$ cat src/rtl/repeated_sub_divider.sv
// Unsigned divider by repeated subtraction.
// Operands arrive on one shared bus: the dividend one cycle, then the divisor
// on the next. The controller then subtracts B from A once per cycle,
// counting the subtractions in Q, until A < B.
//
// Handshake: start is level-sampled in IDLE and DONE only. After it is seen
// in IDLE the block is busy while it loads and subtracts. It then sits in
// DONE (done=1, results stable) for as long as start stays high. Dropping
// start returns it to IDLE; raising it again begins a new division.
module repeated_sub_divider #(
  parameter int WIDTH = 16
) (
  input  logic             clk,
  input  logic             rst,
  input  logic             start,
  input  logic [WIDTH-1:0] data_in,
  output logic [WIDTH-1:0] quotient,
  output logic [WIDTH-1:0] remainder,
  output logic             busy,
  output logic             done,
  output logic             div_err,
  output logic [2:0]       state_dbg
);

  typedef enum logic [2:0] {
    IDLE = 3'd0,
    LDA  = 3'd1,
    LDB  = 3'd2,
    SUB  = 3'd3,
    DONE = 3'd4
  } state_t;

  state_t state_q, state_d;

  logic [WIDTH-1:0] a_q, b_q, q_q;
  logic             err_q;

  // Datapath status and arithmetic results
  logic             a_ge_b;
  logic             b_zero;
  logic [WIDTH-1:0] a_diff;
  logic [WIDTH-1:0] q_inc;

  // Controller strobes into the datapath
  logic ld_a, ld_b, clr_q, sub_a, inc_q, set_q_ones, set_err, clr_err;

  // Comparator, zero detect, subtractor and incrementer
  always_comb begin
    a_ge_b = (a_q >= b_q);
    b_zero = (b_q == '0);
    a_diff = a_q - b_q;
    q_inc  = q_q + WIDTH'(1);
  end

  // State register; reset forces IDLE immediately
  always_ff @(posedge clk or posedge rst) begin
    if (rst) begin
      state_q <= IDLE;
    end else begin
      state_q <= state_d;
    end
  end

  // Next-state and datapath strobe decode
  always_comb begin
    state_d    = state_q;
    ld_a       = 1'b0;
    ld_b       = 1'b0;
    clr_q      = 1'b0;
    sub_a      = 1'b0;
    inc_q      = 1'b0;
    set_q_ones = 1'b0;
    set_err    = 1'b0;
    clr_err    = 1'b0;
    case (state_q)
      IDLE: begin
        if (start) begin
          state_d = LDA;
          clr_err = 1'b1;
        end
      end
      LDA: begin
        ld_a    = 1'b1;
        state_d = LDB;
      end
      LDB: begin
        ld_b    = 1'b1;
        clr_q   = 1'b1;
        state_d = SUB;
      end
      SUB: begin
        if (b_zero) begin
          // Divide by zero: saturate the quotient and flag it, A untouched
          set_q_ones = 1'b1;
          set_err    = 1'b1;
          state_d    = DONE;
        end else if (a_ge_b) begin
          sub_a = 1'b1;
          inc_q = 1'b1;
        end else begin
          state_d = DONE;
        end
      end
      DONE: begin
        if (!start) begin
          state_d = IDLE;
        end
      end
      default: state_d = IDLE;
    endcase
  end

  // Working dividend: loaded from the bus, then reduced by B
  always_ff @(posedge clk or posedge rst) begin
    if (rst) begin
      a_q <= '0;
    end else if (ld_a) begin
      a_q <= data_in;
    end else if (sub_a) begin
      a_q <= a_diff;
    end
  end

  // Divisor register
  always_ff @(posedge clk or posedge rst) begin
    if (rst) begin
      b_q <= '0;
    end else if (ld_b) begin
      b_q <= data_in;
    end
  end

  // Quotient counter
  always_ff @(posedge clk or posedge rst) begin
    if (rst) begin
      q_q <= '0;
    end else if (clr_q) begin
      q_q <= '0;
    end else if (set_q_ones) begin
      q_q <= '1;
    end else if (inc_q) begin
      q_q <= q_inc;
    end
  end

  // Divide-by-zero flag, cleared when a new division starts
  always_ff @(posedge clk or posedge rst) begin
    if (rst) begin
      err_q <= 1'b0;
    end else if (clr_err) begin
      err_q <= 1'b0;
    end else if (set_err) begin
      err_q <= 1'b1;
    end
  end

  // Outputs are decoded from registered state only
  always_comb begin
    quotient  = q_q;
    remainder = a_q;
    busy      = (state_q == LDA) || (state_q == LDB) || (state_q == SUB);
    done      = (state_q == DONE);
    div_err   = err_q;
    state_dbg = state_q;
  end

endmodule

$ cat config.mk
export PLATFORM = sky130hd
export DESIGN_NAME = repeated_sub_divider
export DESIGN_NICKNAME = d
export VERILOG_FILES = /design/src/rtl/repeated_sub_divider.sv
export SDC_FILE = /design/constraint.sdc
export NUM_CORES = 1
export LEC_CHECK = 0
export CORE_MARGIN = 10
export CORE_UTILIZATION = 57
export DETAILED_ROUTE_END_ITERATION = 8
export PLACE_DENSITY = 0.86
export SLEW_MARGIN = 5
export SYNTH_ARGS = -nofsm -noshare
export SYNTH_HDL_FRONTEND = slang
export SYNTH_SLANG_ARGS = --single-unit
$ cat constraint.sdc
create_clock -name clk -period 5.05 [get_ports clk]
set_input_delay 1.01 -clock clk [delete_from_list [all_inputs] [get_ports clk]]
set_output_delay 1.01 -clock clk [all_outputs]
set_load 0.02 [all_outputs]
==> flow_summary.json <==
{
  "syn_area_um2": 3166,
  "ff_latch_area_um2": 1301,
  "htreeDepth": 2,
  "synthTopCellsByCount": "dfrtp_1, nand2_1, a21oi_1, inv_1, o21ai_0",
  "synth_edf_count": 0,
  "floorplan.io_pins": 57,
  "placed_area_um2": 3762,
  "synth_top_cells_by_area": "dfrtp_1, ha_1, a21oi_1, nand2_1, o21ai_0",
  "placement_rows": 27,
  "placed_cells": 455,
  "cts.hold.buffers_added": 0,
  "finalWirelength_um": 7845,
  "floorplan.die_area_um2": 8934,
  "remaining_drc_errors": 0,
  "final_ant_viol_nets": 0,
  "core_um2": 5439,
  "hold_path_class": "reg2reg",
  "multi_input_area_um2": 1709,
  "grt_start_max_net_pins": 53,
  "count_of_mapped_cells_out_of_synthesis": 339,
  "synth_top_area_share_pct": 41.11,
  "clock_tree.buffer_depth": 2,
  "switching_share_pct": 47.09,
  "reg2reg_depth": 10,
  "synth_fp_nets": 376,
  "post_synth_num_cell_types": 52,
  "worst_setup_path_startpoint": "remainder[0]",
  "crit_cells": 10,
  "timing.critical_path.arrival_ns": 3.37,
  "postSynthRegisterBits": 52,
  "achievable-frequency_mhz": 320.6,
  "synth_top_area_cell": "dfrtp_1",
  "hold-worst-slack_ns": 0.5329,
  "p_leak_uw": 0.001712,
  "timing.critical_path.buf_inv": 1,
  "seq_pwr_share_pct": 25.1,
  "gp_congestion": 0.9059,
  "via_per_inst": 6.045,
  "cts_resized": 0,
  "drtPass1Iterations": 4,
  "outcome": "complete, no violations",
  "antenna_found_initial": 0,
  "synth_area_per_cell_um2": 9.338,
  "critical_path_class": "reg2reg",
  "ys_seq_area_share_pct": 41.11,
  "grt_overflow_total": 0,
  "yosys.cell_count.top_type": "dfrtp_1",
  "initial_core_utilization_pct": 58.20,
  "internal_power_uw": 1477,
  "layout.nets": 427,
  "cts_tree": "yes",
  "drive_above_1_share_pct": 5.115,
  "dr_total_vias": 2799,
  "post-dp-hpwl_um": 5695,
  "drt-wirelength-per-cell_um": 16.94,
  "finalClockSkew_ns": 0.008137,
  "yosys_warnings": 0,
  "worstPathCellList": "inv_1, ha_1, fa_1, nor2b_1, o31a_1, o21ai_1, a31oi_4, nand2_2, a211oi_1, a221o_1",
  "critical_path.endpoint_type": "flip-flop",
  "worst_max_slew_pin_slew_ns": 1.091,
  "power_density_nw_per_um2": 723.7,
  "finalCoreUtilization_pct": 70.90,
  "start_point_of_the_worst_hold_path": "div_err",
  "critical_path.top_delay_family": "compound AO/OA/AOI/OAI gates",
  "fin_setup_tns_ns": 0,
  "comb_power_share_pct": 65.8,
  "whs_path_depth": 2,
  "reg2reg_setup_slack_ns": 1.93,
  "vias_in_the_first_global_route": 2718,
  "portBuffers": 56,
  "die_height_um": 94.52,
  "clock_sinks": 52,
  "clock-root-buffer": "clkbuf_8",
  "critical_path.startpoint_type": "flip-flop",
  "power.net_switching_uw": 1314,
  "period_needed_ns": 3.119,
  "global_route.usage.total_pct": 17.69,
  "synthToLayoutAreaGrowth_pct": 21.82,
  "cpMaxStageDelayCell": "a31oi_4",
  "die_width_um": 94.52,
  "synth-main-ff-cell": "dfrtp_1",
  "design_area_um2": 3856,
  "final.fill_count": 417,
  "crit_fanout": 25,
  "slowest_stage_delay_cp_ns": 0.64,
  "power.ir.vdd_worst_uv": 436.3,
  "numCtsBuffers": 5,
  "max_cap_violations": 0,
  "slew_headroom_pct": 27.17,
  "hold_viol_final": 0,
  "async_flop_share_pct": 100.0,
  "reg2reg_from": "remainder[0]",
  "report.final.slew_viol_count": 0,
  "r2r-end": "remainder[4]",
  "clkSlewWorstSetupHoldPaths_ns": 0.10,
  "p_clk_share_pct": 9.1,
  "global_route_wire_length_before_repair_um": 13080,
  "post-cts-setup-buffer-count": 0,
  "worst-endpoint-required_ns": 5.30,
  "timing.critical_path.to": "remainder[4]",
  "fin_crit_sh_pct": 61.76,
  "report.final.setup_viol": 0,
  "clk_latency_ns": 0.31,
  "unrepaired_setup_endpoints_after_global_routing": "no",
  "antenna_cells_inserted": 0,
  "instances_no_fill": 463,
  "drt-initial-drc-count": 209
}
power by group through the flow:
stage	combinational, µW	clock [µW]	sequential [µW]
2_1_floorplan	1260	0	772
3_3_place_gp	1770	0	703
3_5_place_dp	1810	0	703
4_1_cts	1830	255	700
5_1_grt	2020	272	723
6_report	1840	254	702
cells by family (layout without fill, tap and decap cells):
| group | after synthesis | count (layout) | synth area share (%) |
|---|---|---|---|
| adders and majority gates | 18 | 18 | 7.352 |
| buffers and inverters | 37 | 89 | 5.059 |
| muxes | 6 | 6 | 1.937 |
| AOI/OAI and AO/OA | 109 | 109 | 23.40 |
| and+or+nand+nor | 97 | 97 | 15.61 |
| xor gates and xnor gates | 20 | 20 | 5.533 |
| DFF | 52 | 52 | 41.11 |
worst register-to-register path, cell delays in order, from the launching register on:
cell and delay (ns):
dfrtp_1 0.36, inv_1 0.07, ha_1 0.23, fa_1 0.39, nor2b_1 0.19, o31a_1 0.21
o21ai_1 0.12, a31oi_4 0.64, nand2_2 0.39, a211oi_1 0.32, a221o_1 0.14
routing by layer:
layer | GRT usage, % | vias up | wire length [µm]
met2 | 29.86 | 90 | 3825
met5 | 0 | - | 0
met1 | 22.41 | 1385 | 3359
met3 | 4.758 | 6 | 608
li1 | - | 1318 | -
met4 | 3.242 | 0 | 51
worst min-delay path by stage:
stage                     slack (ns)           end
final                           0.53       div_err
after global routing            0.56       div_err
after global placement          0.52  remainder[7]
after detailed placement        0.52       div_err
after floorplan                 0.51        b_q[0]
after CTS                       0.53       div_err
final cells by class:
class | count | area share [%]
Inverter | 23 | 2.239
Clock buffer | 7 | 2.239
Timing Repair Buffer | 58 | 14.93
Multi-Input combinational cell | 250 | 44.32
Clock inverter | 1 | 0.1947
Tap cell | 72 | 2.336
Sequential cell | 52 | 33.74
flip-flops by register name, indices dropped and copies added (netlist names):
signal and count:
b_q 16, div_err 1, quotient 16, remainder 16, state_dbg 3
metrics by stage:
step / power (µW) / setup WS, ns
2_1_floorplan: 2029 / 2.534
3_3_place_gp: 2477 / 2.050
4_1_cts: 2782 / 1.926
5_1_grt: 3019 / 1.666
6_report: 2791 / 1.931
3_5_place_dp: 2517 / 1.923
layout by cell type, fill, tap and decap left out, types with 3 or more instances in the layout:
master            n
a22oi_1           9
o211ai_1          3
nor3_1            3
a211oi_1          3
clkdlybuf4s50_1  56
o21ai_1          12
xnor2_1          10
clkbuf_8          6
a21oi_1          25
nor2b_1           8
dfrtp_1          52
inv_1            22
nand2b_1          6
o21a_1            3
nand4_1           5
nor4_1            4
a221o_1           6
a21o_1            5
nand2_1          33
ha_1             17
nand3_1           5
xor2_1           10
o21ai_0          22
and3_1           15
nor2_1           12
mux2i_1           5
No activity file was read; power rests on OpenSTA's default activity.
